$ cat src/rtl/mem_sequencer.sv
// mem_sequencer: block-RAM playback engine. A host loads the memory through
// the write port. A start command then streams the address range
// start_addr..end_addr (wrapping modulo depth) out over a valid/ready port.
// Playback can run once or loop, and can be aborted with stop.
//
// Handshake: a word moves when out_valid && out_ready are both high at a
// rising edge. out_valid depends only on registered FIFO occupancy and never
// on out_ready. Once raised, out_valid stays high with stable out_data until
// that word transfers, unless stop or reset flushes the buffer.
module mem_sequencer #(
    parameter int DATA_W = 8,
    parameter int ADDR_W = 3
) (
    input  logic              clk,
    input  logic              reset,
    input  logic              wr_en,
    input  logic [ADDR_W-1:0] wr_addr,
    input  logic [DATA_W-1:0] wr_data,
    input  logic              start,
    input  logic              stop,
    input  logic              loop_en,
    input  logic [ADDR_W-1:0] start_addr,
    input  logic [ADDR_W-1:0] end_addr,
    output logic [DATA_W-1:0] out_data,
    output logic              out_valid,
    input  logic              out_ready,
    output logic              busy,
    output logic              done,
    output logic [ADDR_W-1:0] cur_addr,
    output logic [1:0]        dbg_state
);

    typedef enum logic [1:0] {
        ST_IDLE  = 2'd0,
        ST_PLAY  = 2'd1,
        ST_FLUSH = 2'd2
    } state_t;

    localparam logic [ADDR_W-1:0] ADDR_ONE = {{(ADDR_W-1){1'b0}}, 1'b1};

    // Storage; deliberately not cleared by reset.
    logic [DATA_W-1:0] mem_q [2**ADDR_W];

    state_t            state_q;
    logic [ADDR_W-1:0] start_q;
    logic [ADDR_W-1:0] end_q;
    logic [ADDR_W-1:0] cur_addr_q;
    logic              busy_q;
    logic              done_q;

    // Two-entry output buffer. fifo0 is always the head word.
    logic [DATA_W-1:0] fifo0_q, fifo0_d;
    logic [DATA_W-1:0] fifo1_q, fifo1_d;
    logic [1:0]        count_q, count_d;

    logic              xfer;
    logic              issue;
    logic [1:0]        occ_after_pop;
    logic [DATA_W-1:0] rd_word;

    // The read issued in a cycle lands in the buffer at the closing edge.
    // So nothing is ever in flight between edges, and the occupancy test
    // only needs the current count less this cycle's pop.
    assign xfer          = (count_q != 2'd0) && out_ready;
    assign occ_after_pop = count_q - {1'b0, xfer};
    assign issue         = (state_q == ST_PLAY) && !stop && (occ_after_pop <= 2'd1);
    assign rd_word       = mem_q[cur_addr_q];

    // Host write port. Reads sample the array before this update, so a
    // read and a write to the same address return the old word.
    always_ff @(posedge clk) begin
        if (wr_en) begin
            mem_q[wr_addr] <= wr_data;
        end
    end

    // Next buffer contents: pop the head first, then append the read word.
    always_comb begin
        fifo0_d = fifo0_q;
        fifo1_d = fifo1_q;
        count_d = count_q;
        if (xfer) begin
            fifo0_d = fifo1_q;
            count_d = count_q - 2'd1;
        end
        if (issue) begin
            if (count_d == 2'd0) begin
                fifo0_d = rd_word;
            end else begin
                fifo1_d = rd_word;
            end
            count_d = count_d + 2'd1;
        end
    end

    // Playback FSM, address sequencing and registered status outputs.
    always_ff @(posedge clk) begin
        if (reset) begin
            state_q    <= ST_IDLE;
            start_q    <= '0;
            end_q      <= '0;
            cur_addr_q <= '0;
            busy_q     <= 1'b0;
            done_q     <= 1'b0;
            fifo0_q    <= '0;
            fifo1_q    <= '0;
            count_q    <= 2'd0;
        end else begin
            done_q  <= 1'b0;
            fifo0_q <= fifo0_d;
            fifo1_q <= fifo1_d;
            count_q <= count_d;
            case (state_q)
                ST_IDLE: begin
                    if (start && !stop) begin
                        start_q    <= start_addr;
                        end_q      <= end_addr;
                        cur_addr_q <= start_addr;
                        busy_q     <= 1'b1;
                        state_q    <= ST_PLAY;
                    end
                end
                ST_PLAY: begin
                    if (stop) begin
                        count_q <= 2'd0;
                        busy_q  <= 1'b0;
                        state_q <= ST_IDLE;
                    end else if (issue) begin
                        if (cur_addr_q == end_q) begin
                            // loop_en matters only at the end of a pass.
                            if (loop_en) begin
                                cur_addr_q <= start_q;
                            end else begin
                                cur_addr_q <= cur_addr_q + ADDR_ONE;
                                state_q    <= ST_FLUSH;
                            end
                        end else begin
                            cur_addr_q <= cur_addr_q + ADDR_ONE;
                        end
                    end
                end
                ST_FLUSH: begin
                    if (stop) begin
                        count_q <= 2'd0;
                        busy_q  <= 1'b0;
                        state_q <= ST_IDLE;
                    end else if (xfer && (count_q == 2'd1)) begin
                        busy_q  <= 1'b0;
                        done_q  <= 1'b1;
                        state_q <= ST_IDLE;
                    end
                end
                default: begin
                    count_q <= 2'd0;
                    busy_q  <= 1'b0;
                    state_q <= ST_IDLE;
                end
            endcase
        end
    end

    assign out_data  = fifo0_q;
    assign out_valid = (count_q != 2'd0);
    assign busy      = busy_q;
    assign done      = done_q;
    assign cur_addr  = cur_addr_q;
    assign dbg_state = state_q;

endmodule

$ cat config.mk
export PLATFORM = sky130hd
export DESIGN_NAME = mem_sequencer
export DESIGN_NICKNAME = d
export VERILOG_FILES = /design/src/rtl/mem_sequencer.sv
export SDC_FILE = /design/constraint.sdc
export NUM_CORES = 1
export LEC_CHECK = 0
export ABC_AREA = 1
export BUFFER_PORTS_ARGS = -buffer_cell sky130_fd_sc_hd__buf_4
export CORE_ASPECT_RATIO = 1.4
export CORE_MARGIN = 3
export CORE_UTILIZATION = 29
export CTS_BUF_LIST = sky130_fd_sc_hd__clkbuf_4 sky130_fd_sc_hd__clkbuf_8
export DETAILED_ROUTE_END_ITERATION = 8
export PLACE_DENSITY_LB_ADDON = 0.2
export SYNTH_ARGS = -nofsm -noshare
export SYNTH_HDL_FRONTEND = slang
export SYNTH_SLANG_ARGS = --single-unit
$ cat constraint.sdc
create_clock -name clk -period 2.7 [get_ports clk]
set_input_delay 0.135 -clock clk [delete_from_list [all_inputs] [get_ports clk]]
set_output_delay 0.135 -clock clk [all_outputs]
set_load 0.01 [all_outputs]
# After elaboration in Yosys (flattened, before gate mapping)
# Memory sizes are Yosys's and may differ from the RTL's. A register that Yosys moved wholly into a read port is not among the register bits.
# Index checks and enable logic that the tools add are counted.
[word_totals] reg_bits=31 latchBits=0 ram_bits=64 romBits=0 in_bits=24 output_inout_bits=16 memories=1
[classes] addsub=4 mul=0 div_mod_pow=0 magnitude_cmp=1 n_eq_ne=12 n_shift=0 mux=31 bitwise=2 n_reduce_logical=17
[mem_list] memory="mem_q" depth=8 width=8 read_ports=1 rd_ports_with_merged_regs=1 wr=1 line_no="42" source="logic [DATA_W-1:0] mem_q [2**ADDR_W];"
[ops] op="$mux 8" n=3
[ops] op="$mux 3" n=7
[ops] op="$mux 2" n=10
[ops] op="$ne 3x3->1 const B" n=3
[ops] op="$ne 2x2->1 const B" n=4
[ops] op="$mux 1" n=7
[ops] op="$pmux 2 s3" n=1
[ops] op="$pmux 3 s2" n=1
[ops] op="$logic_and 1x1->1" n=5
[ops] op="$reduce_and 5->1" n=1
[ops] op="$eq 2x1->1 const B" n=2
[ops] op="$logic_not 2->1" n=2
[ops] op="$pmux 2 s2" n=1
[ops] op="$reduce_and 2->1" n=2
[ops] op="$reduce_and 4->1" n=1
[ops] op="$reduce_bool 2->1" n=2
[ops] op="$add 3x1->3 const B" n=1
[ops] op="$eq 3x3->1" n=1
[ops] op="$ne 3x2->1 const B" n=1
[ops] op="$pmux 1 s3" n=1
[ops] op="$reduce_and 3->1" n=1
[ops] op="$reduce_or 3->1" n=1
[ops] op="$add 2x1->2 const B" n=1
[ops] op="$eq 2x2->1 const B" n=1
[ops] op="other kinds (6)" n=7

# Depth between registers and ports, before layout
# Gate-level depths: netlist of the first run.
[depth] depth_word=10 depth_mapped=13 depth_no_buf=13

# Worst setup path before layout of the first run
# No wires, ideal clock.
[synth_timing] kind="register to register" start="register count_q[1]" end="register fifo0_q[1] (netlist: out_data[1])" setup_time_ns=0.117 arrival_ns=1.941 required_ns=2.583 slack_ns=0.642 path_stages_with_launch=14 n_path_buf=0 period_less_slack_ns=2.058 cell_sequence="dfxtp_1 inv_1 ha_1 nor2_4 clkinv_1 nand2_1 nand2_1 inv_1 ha_1 inv_1 nor2_8 inv_2 a21oi_1 nor2_1"
[synth_via] elab_chain_len=6 elab_cells_between_ends=11
[synth_rtl] item="start: declaration" line_no="54" source="logic [1:0] count_q, count_d;"
[synth_rtl] item="start signal: assignment" line_no="112" source="count_q <= count_d;"
[synth_rtl] item="$reduce_bool 2->1" line_no="64" source="assign xfer = (count_q != 2'd0) && out_ready;"
[synth_rtl] item="$logic_and 1x1->1" line_no="64"
[synth_rtl] item="$sub 2x1->2 or $mux 2 (tied branches)" line_no="65, 82"
[synth_rtl] item="$le 2x1->1 or $logic_not 2->1 (tied branches)" line_no="66, 87"
[synth_rtl] item="$logic_and 1x1->1 or $mux 8 (tied branches)" line_no="66, 87"
[synth_rtl] item="$mux 8 *" line_no="86" source="if (issue) begin"
[synth_rtl] item="end signal: assignment" line_no="110" source="fifo0_q <= fifo0_d;"
[synth_rtl] item="end: declaration" line_no="52" source="logic [DATA_W-1:0] fifo0_q, fifo0_d;"
# Every way passes the cells marked *; elsewhere a longest branch is shown, timed or not.
# A chain may end at the register's enable or synchronous reset.

# Worst setup path after layout of the first run
# Ends and elaborated chain as after synthesis.

==> results of run 1 <==
[power by group through the flow]
| stage | clock, W | combinational (W) | sequential, W |
|---|---|---|---|
| 3_5_place_dp | 0 | 0.00163 | 0.00197 |
| 3_3_place_gp | 0 | 0.00161 | 0.00197 |
| 6_report | 0.000905 | 0.00161 | 0.00193 |
| 4_1_cts | 0.000934 | 0.00165 | 0.00194 |
| 2_1_floorplan | 0 | 0.00120 | 0.00190 |
| 5_1_grt | 0.000992 | 0.00185 | 0.00196 |
[per-layer routing]
metal	global-route usage [%]	part of all wire, %	up-vias
li1	-	-	1642
met1	15.1	43	1517
met2	24.0	53	47
met3	2.27	2.6	9
met4	4.62	1.2	0
met5	0	0	-
[layout by cell type (no fill, tap or decap), types with 9 or more instances in the layout]
master	count
dfxtp_1	34
clkbuf_8	9
edfxtp_1	64
inv_1	27
o21ai_0	51
nand3_1	12
nand2_1	106
nor2_1	91
a21oi_1	21
buf_4	45
[flip-flops by register name (all words and copies together), names as in the netlist, named ones only]
signal	count
mem_q	64
fifo1_q	8
out_data	8
cur_addr	3
end_q	3
start_q	3
count_q	2
dbg_state	2
busy	1
done	1
[cells by family after synthesis]
logic type | synth area share [%]
and+or+nand+nor | 21.8
DFF | 60.1
AOI/OAI and AO/OA | 10.1
buffers and inverters | 5.12
adders and majority gates | 2.31
xor gates and xnor gates | 0.578
[metrics by stage]
stage	area (um2)	total power (W)	setup WS (ns)	utilization [%]	hold WS, ns
finish	5080	0.00445	0.432	35.0	0.0245
global route	5080	0.00481	0.175	35.0	0.00612
CTS	5080	0.00451	0.423	35.0	0.00525
detailed placement	4810	0.00360	0.447	33.2	0.376
global placement	4810	0.00358	0.493	33.2	0.372
floorplan	4330	0.00310	0.642	-	0.213
[final cells by class]
class	count	area share, %
Multi-Input combinational cell	317	29.6
Sequential cell	98	51.3
Clock inverter	7	1.18
Timing Repair Buffer	53	8.23
Inverter	35	2.59
Tap cell	189	4.66
Clock buffer	9	2.44
[critical path, cell delays in order (launching register included)]
cell and delay, ns:
dfxtp_1 0.37, inv_1 0.10, ha_1 0.24, nor2_4 0.26
clkinv_1 0.13, nand2_1 0.09, nand2_1 0.06, inv_1 0.06
ha_1 0.26, inv_1 0.14, nor2_8 0.19, inv_2 0.10
a21oi_1 0.12, nor2_1 0.04
[synthesized netlist by cell type]
cell and n:
a211oi_1 1, a21oi_1 21, and2_1 1, buf_2 7, buf_4 5, clkbuf_1 2, clkbuf_2 2, clkinv_1 2
dfxtp_1 34, edfxtp_1 64, ha_1 8, inv_1 27, inv_2 6, nand2_1 106, nand2_2 2, nand3_1 12
nand3_2 2, nand3_4 1, nand4_1 3, nor2_1 91, nor2_4 2, nor2_8 2, nor4_1 1, o211ai_1 3
o21ai_0 51, o21ai_1 4, o22ai_1 4, xnor2_2 1, xor2_1 1
[worst paths after layout]
| check | to | cells past startpoint |
|---|---|---|
| max | out_data[1] | 13 |
| min | mem_q[7][3] | 1 |
| max reg2reg | out_data[1] | 13 |
| min reg2reg | start_q[1] | 2 |
==> summary.md, run 1 <==
| Metric | Value |
|---|---|
| Run status | finished clean |
| Mean Syn Cell Area | 9.29 um2 |
| Htree depth | 3 |
| CTS root buffer | clkbuf_8 |
| Post-Synthesis Cells | 466 |
| Final setup viols | 0 |
| Worst-Margin Slew | 0.907 ns |
| Detailed Route WL | 10.3 mm |
| Minimum clock period | 2.27 ns |
| Hold_sp | wr_data[3] |
| Num CTS Buffers | 9 |
| Placed cell count | 684 |
| Top cells by area, synth | edfxtp_1 (44%), dfxtp_1 (16%), nand2_1 (9.2%), nor2_1 (7.9%), o21ai_0 (5.9%) |
| Storage cell area | 0.00260 mm2 |
| Area grow syn2layout | 17.3% |
| Core area | 0.0145 mm2 |
| R2R Path Start | count_q[1] |
| Crit path launch type | flip-flop |
| Leak pwr | 2.02 nW |
| Worst setup path class | reg2reg |
| Via density | 4.54 |
| Switching power | 0.00176 W |
| Clock Path Buffers | 2 |
| 1st-pass router iterations | 4 |
| Cts repair resizes | 0 |
| Seq pwr share | 43.4% |
| Slew headroom | 39.3% |
| DRT antenna net count | 0 |
| Layout cell share with drive strength beyond 1 | 14.8% |
| Vias | between 3000 and 4000 |
| Vias in the first global route | 3087 |
| Final non-filler cell total | 708 |
| Grt total ovfl | 0 |
| MaxCap Viol Count | 0 |
| Die H | 151 um |
| Pint | ~0.0027 W |
| Clk slew on worst S/H paths | 0.10 ns |
| IO buf count | 39 |
| Worst-skew pair later-pin latency | ~0.37 ns |
| Worst Skew | 0.0106 ns |
| Mean routed wirelength per cell | approximately 14 um |
| Antenna violations before repair | 0 |
| CTS sink count | 98 |
| Synth warn | 0 |
| Worst path required time | 2.96 ns |
| Hold_buf cts | 8 |
| Post-Route Setup TNS | 0 ns |
| Final Hold Fails | 0 |
| Final HPWL from detailed placement | 7.21 mm |
| CP Data Arrival Time | ~2.5 ns |
| GP Congestion | 0.783 |
| DIE AREA | 0.0164 mm2 |
| Fmax | 441 MHz |
| Nets | 546 |
| Slew Limit Fails | 0 |
| Antenna diode count | 0 |
| Clock Power Share | 20.3% |
| PwrDens | just under 900 mW/mm2 |
| Critical path peak fanout | 12 |
| Net Sw Frac | between 30 and 40% |
| First-pass GRT wire length | 16.2 mm |
| DRT iter0 DRCs | approximately 130 |
| #FFs+latches synth | 98 |
| Final period util | 84.0% |
| Pin count of the biggest net entering global routing | 33 |
| Sequential share of the synthesized area | 60.1% |
| Crit path from | count_q[1] |
| Synth area leader | edfxtp_1 |
| Post-Syn Nets | 498 |
| # fillers | 1505 |
| GRT Total Usage | between 10% and 20% |
| TritonCTS clock tree | built |
| Area of the multi-input gates | 0.00150 mm2 |
| Synthesized area | about 0.0043 mm2 |
| Logic gate share of total power | 36.3% |
| Post-CTS Setup Bufs | 0 |
| Count of cell types in the netlist | 29 |
| Unrepaired setup endpoints after global routing | no |
| Nature of the critical path endpoint | flip-flop |
| Peak supply drop | 0.334 mV |
| Post-synth top area share | roughly 44% |
| HP Class | in2reg |
| DRC violations left | 0 |
| Initial core utilization | 29.8% |
| Num rows | 52 |
| Die extent in x | 109 um |
| Io pins | 40 |
| Reg2reg setup slack | 0.43 ns |
Power figures use the tool's default switching activity.
==> run 2: changes to the inputs <==
--- a/config.mk
+++ b/config.mk
@@ -5,7 +5,7 @@
 export SDC_FILE = /design/constraint.sdc
 export NUM_CORES = 1
 export LEC_CHECK = 0
-export ABC_AREA = 1
+export ABC_AREA = 0
 export BUFFER_PORTS_ARGS = -buffer_cell sky130_fd_sc_hd__buf_4
 export CORE_ASPECT_RATIO = 1.4
 export CORE_MARGIN = 3
==> constraint.sdc (replaced) <==
create_clock -name clk -period 2.2 [get_ports clk]
set_input_delay 0.11 -clock clk [delete_from_list [all_inputs] [get_ports clk]]
set_output_delay 0.11 -clock clk [all_outputs]
set_load 0.01 [all_outputs]
==> run 2 against run 1 <==
Via count is 25% lower; die area down 5.2%; first-iteration DRC count down 29%; non-clock buffer count rose by 18; count of clock-buffer cells in the layout unchanged; critical path type unchanged; largest power group unchanged; highest routed layer unchanged.
==> summary.md, run 2 <==
| Metric | Value |
|---|---|
| PwrDens | between 1000 and 1500 mW/mm2 |
| Worst-skew pair later-pin latency | around 0.38 ns |
| HP Class | in2reg |
| GP Congestion | between 0.7 and 0.8 |
| Synth area leader | edfxtp_1 |
| Most frequent cells in the layout | edfxtp_1 (64), buf_4 (56), nor2_1 (35) |
| Net Sw Frac | 32.2% |
| Share of async-settable or async-resettable flops after synthesis | 0% |
| Critical-path top delay cell | nor2b_1 |
| Worst-Margin Slew | between 0.5 and 0.6 ns |
| Top cells by area, synth | edfxtp_1 (47%), dfxtp_1 (17%), mux4_2 (8.8%), mux2i_1 (6.1%), nor2_1 (3.2%) |
| Area grow syn2layout | 23.2% |
| 1st-pass router iterations | 4 |
| Post-Syn Nets | 305 |
| Number of enable flip-flop cells after synthesis | 64 |
| Most common cell after layout, fill and taps aside | edfxtp_1 |
| Peak supply drop | 0.371 mV |
| Via density | 4.54 |
| Antenna violations before repair | 0 |
| Simple-gate area share of the yosys netlist | 7.73% |
| Clock Power Share | 22.5% |
| Storage cell area | 0.00260 mm2 |
| Area of the multi-input gates | 0.00141 mm2 |
| Slew Limit Fails | 0 |
| Die H | 147 um |
| DRT iter0 DRCs | 93 |
| Minimum clock period | about 2 ns |
| Final Hold Fails | 0 |
| Adder-Cell Fraction of Synth Area | between 2 and 2.5% |
| Run status | finished clean |
| GRT Total Usage | 11.3% |
| Largest register FFs | 64 |
| Nets | 374 |
| Detailed Route WL | 8.40 mm |
| Grt total ovfl | 0 |
| Htree depth | 3 |
| DRC violations left | 0 |
| Placed cell count | ~500 |
| Leak pwr | 1.93 nW |
| TritonCTS clock tree | built |
| Largest family of logic cells by synthesized area | multiplexers |
| Io pins | 40 |
| Num CTS Buffers | 9 |
| Worst setup path class | reg2reg |
| Clock Path Buffers | 2 |
| R2R depth | 6 |
| Mean Syn Cell Area | 15.0 um2 |
| Post-CTS Setup Bufs | 0 |
| Post-layout util | 37.2% |
| Nature of the critical path endpoint | flip-flop |
| Worst path required time | 2.46 ns |
| Multiplexer area fraction after synthesis | 17.8% |
| Vias in the first global route | 2476 |
| DRT antenna net count | 0 |
| Pint | 0.00346 W |
| CTS sink count | 98 |
| Count of cell types in the netlist | 38 |
| Top reg by flops | mem_q |
| Hold_sp | out_ready |
| Top post-synthesis cells by count | edfxtp_1 (64), nor2_1 (35), dfxtp_1 (34) |
| Sequential share of the synthesized area | 63.6% |
| R2R Path Start | dbg_state[1] |
| Critical path peak fanout | 8 |
| CTS root buffer | clkbuf_8 |
| Post-synth top area share | 47.0% |
| Initial core utilization | ~30% |
| Switching power | 0.00164 W |
| # fillers | between 1000 and 1500 |
| Num rows | 50 |
| Most frequent cell after synthesis | edfxtp_1 |
| DIE AREA | 0.0156 mm2 |
| Cell Chain, Critical Path | inv_1 > ha_1 > nor2b_1 > o311a_2 > a21oi_1 > a211oi_1 |
| Seq pwr share | 44.5% |
| MaxCap Viol Count | 0 |
| Core area | 0.0136 mm2 |
| Crit path from | dbg_state[1] |
| Synth warn | 0 |
| Synthesized area | 0.00409 mm2 |
| Synth Area in Compound Gates | 4.68% |
| First-pass GRT wire length | roughly 13 mm |
| IO buf count | 39 |
| Layout cell share with drive strength beyond 1 | around 30% |
| Mean routed wirelength per cell | roughly 16 um |
| Clk slew on worst S/H paths | 0.10 ns |
| Final setup viols | 0 |
| CP Data Arrival Time | 2.27 ns |
| Crit path launch type | flip-flop |
| Fmax | 498 MHz |
| Final non-filler cell total | 529 |
| Antenna diode count | 0 |
| Vias | between 2000 and 2500 |
| Unrepaired setup endpoints after global routing | no |
| Post-Synthesis Cells | 273 |
| Die extent in x | ~110 um |
| Logic gate share of total power | 33.0% |
| Synth Area in XOR/XNOR | 1.50% |
| Post-Route Setup TNS | 0 ns |
| Pin count of the biggest net entering global routing | 31 |
| Tot Pwr | 0.00510 W |
| Worst Skew | 0.0147 ns |
| CP max stage delay | 0.40 ns |
| Reg2reg setup slack | 0.19 ns |
| Final HPWL from detailed placement | 5.83 mm |
| #FFs+latches synth | 98 |
| Slew headroom | roughly 66% |
| Final period util | about nine tenths |
| Ys flop type | edfxtp_1 |
[run 2: cell count changes after synthesis, sizes merged, moves of 5 or more]
cell | previous run | this run
nor2 | 95 | 35
inv | 33 | 7
nand3 | 15 | 2
nand2b | 0 | 5
mux2 | 0 | 10
a21oi | 21 | 4
a211oi | 1 | 11
o21ai | 55 | 2
mux4 | 0 | 16
nand2 | 108 | 4
buf | 12 | 6
mux2i | 0 | 25
[run 2: final cells by class]
class                   count  share of cell area (%)
clock inverters             7                    1.51
repair buffers             71                    11.5
well taps                 182                    4.51
flip-flops and latches     98                    51.6
clock buffers               9                    2.46
inverters                   7                   0.521
multi-input cells         155                    27.9
[run 2: metal layers]
| layer | up-vias | GRT usage, % | share of wire (%) |
|---|---|---|---|
| met5 | - | 0 | 0 |
| met1 | 1183 | 13.4 | 43 |
| met3 | 10 | 2.87 | 3.6 |
| met4 | 0 | 3.50 | 1.4 |
| met2 | 37 | 19.9 | 52 |
| li1 | 1173 | - | - |
[run 2: stage by stage]
stage | setup WS [ns] | hold slack (ns) | area (um2)
floorplan | 0.109 | 0.209 | 4090
global placement | 0.183 | 0.342 | 4690
detailed placement | 0.170 | 0.350 | 4690
CTS | 0.143 | 0.0834 | 5030
global route | 0.00362 | 0.0972 | 5040
finish | 0.192 | 0.0996 | 5040
[run 2: critical path: cells and delay by family, from the launching register on]
family,cells,cell delay [ns]
buf+inv,1,0.11
flops,1,0.36
fa+ha+maj,1,0.32
simple gates,1,0.40
compound gates,3,0.71
[run 2: power by group through the flow]
stage	clock network [W]	registers, W	logic (W)
floorplan	0	0.00231	0.00109
global placement	0	0.00232	0.00165
detailed placement	0	0.00232	0.00167
CTS	0.00119	0.00228	0.00170
global route	0.00127	0.00229	0.00185
finish	0.00115	0.00227	0.00168
[run 2: worst min-delay path by stage]
| stage | cells after the start | to |
|---|---|---|
| 6_report | 3 | done |
| 5_1_grt | 4 | dbg_state[1] |
| 4_1_cts | 3 | done |
| 3_5_place_dp | 1 | mem_q[5][7] |
| 3_3_place_gp | 3 | end_q[0] |
| 2_1_floorplan | 0 | mem_q[0][0] |
[run 2: cell families (layout without fill, tap and decap cells)]
kind of cell | after synthesis | count (layout)
AOI/OAI and AO/OA | 25 | 25
xor gates and xnor gates | 7 | 7
adders and majority gates | 8 | 8
buffers and inverters | 20 | 94
DFF | 98 | 98
muxes | 51 | 51
and+or+nand+nor | 64 | 64
[run 2: timing repair]
item / in CTS / in global routing
gates resized for setup: 0 / 2
hold endpoints to repair: 70 / 0
endpoints found under the setup margin: 0 / 3
hold buffers: 14 / 0
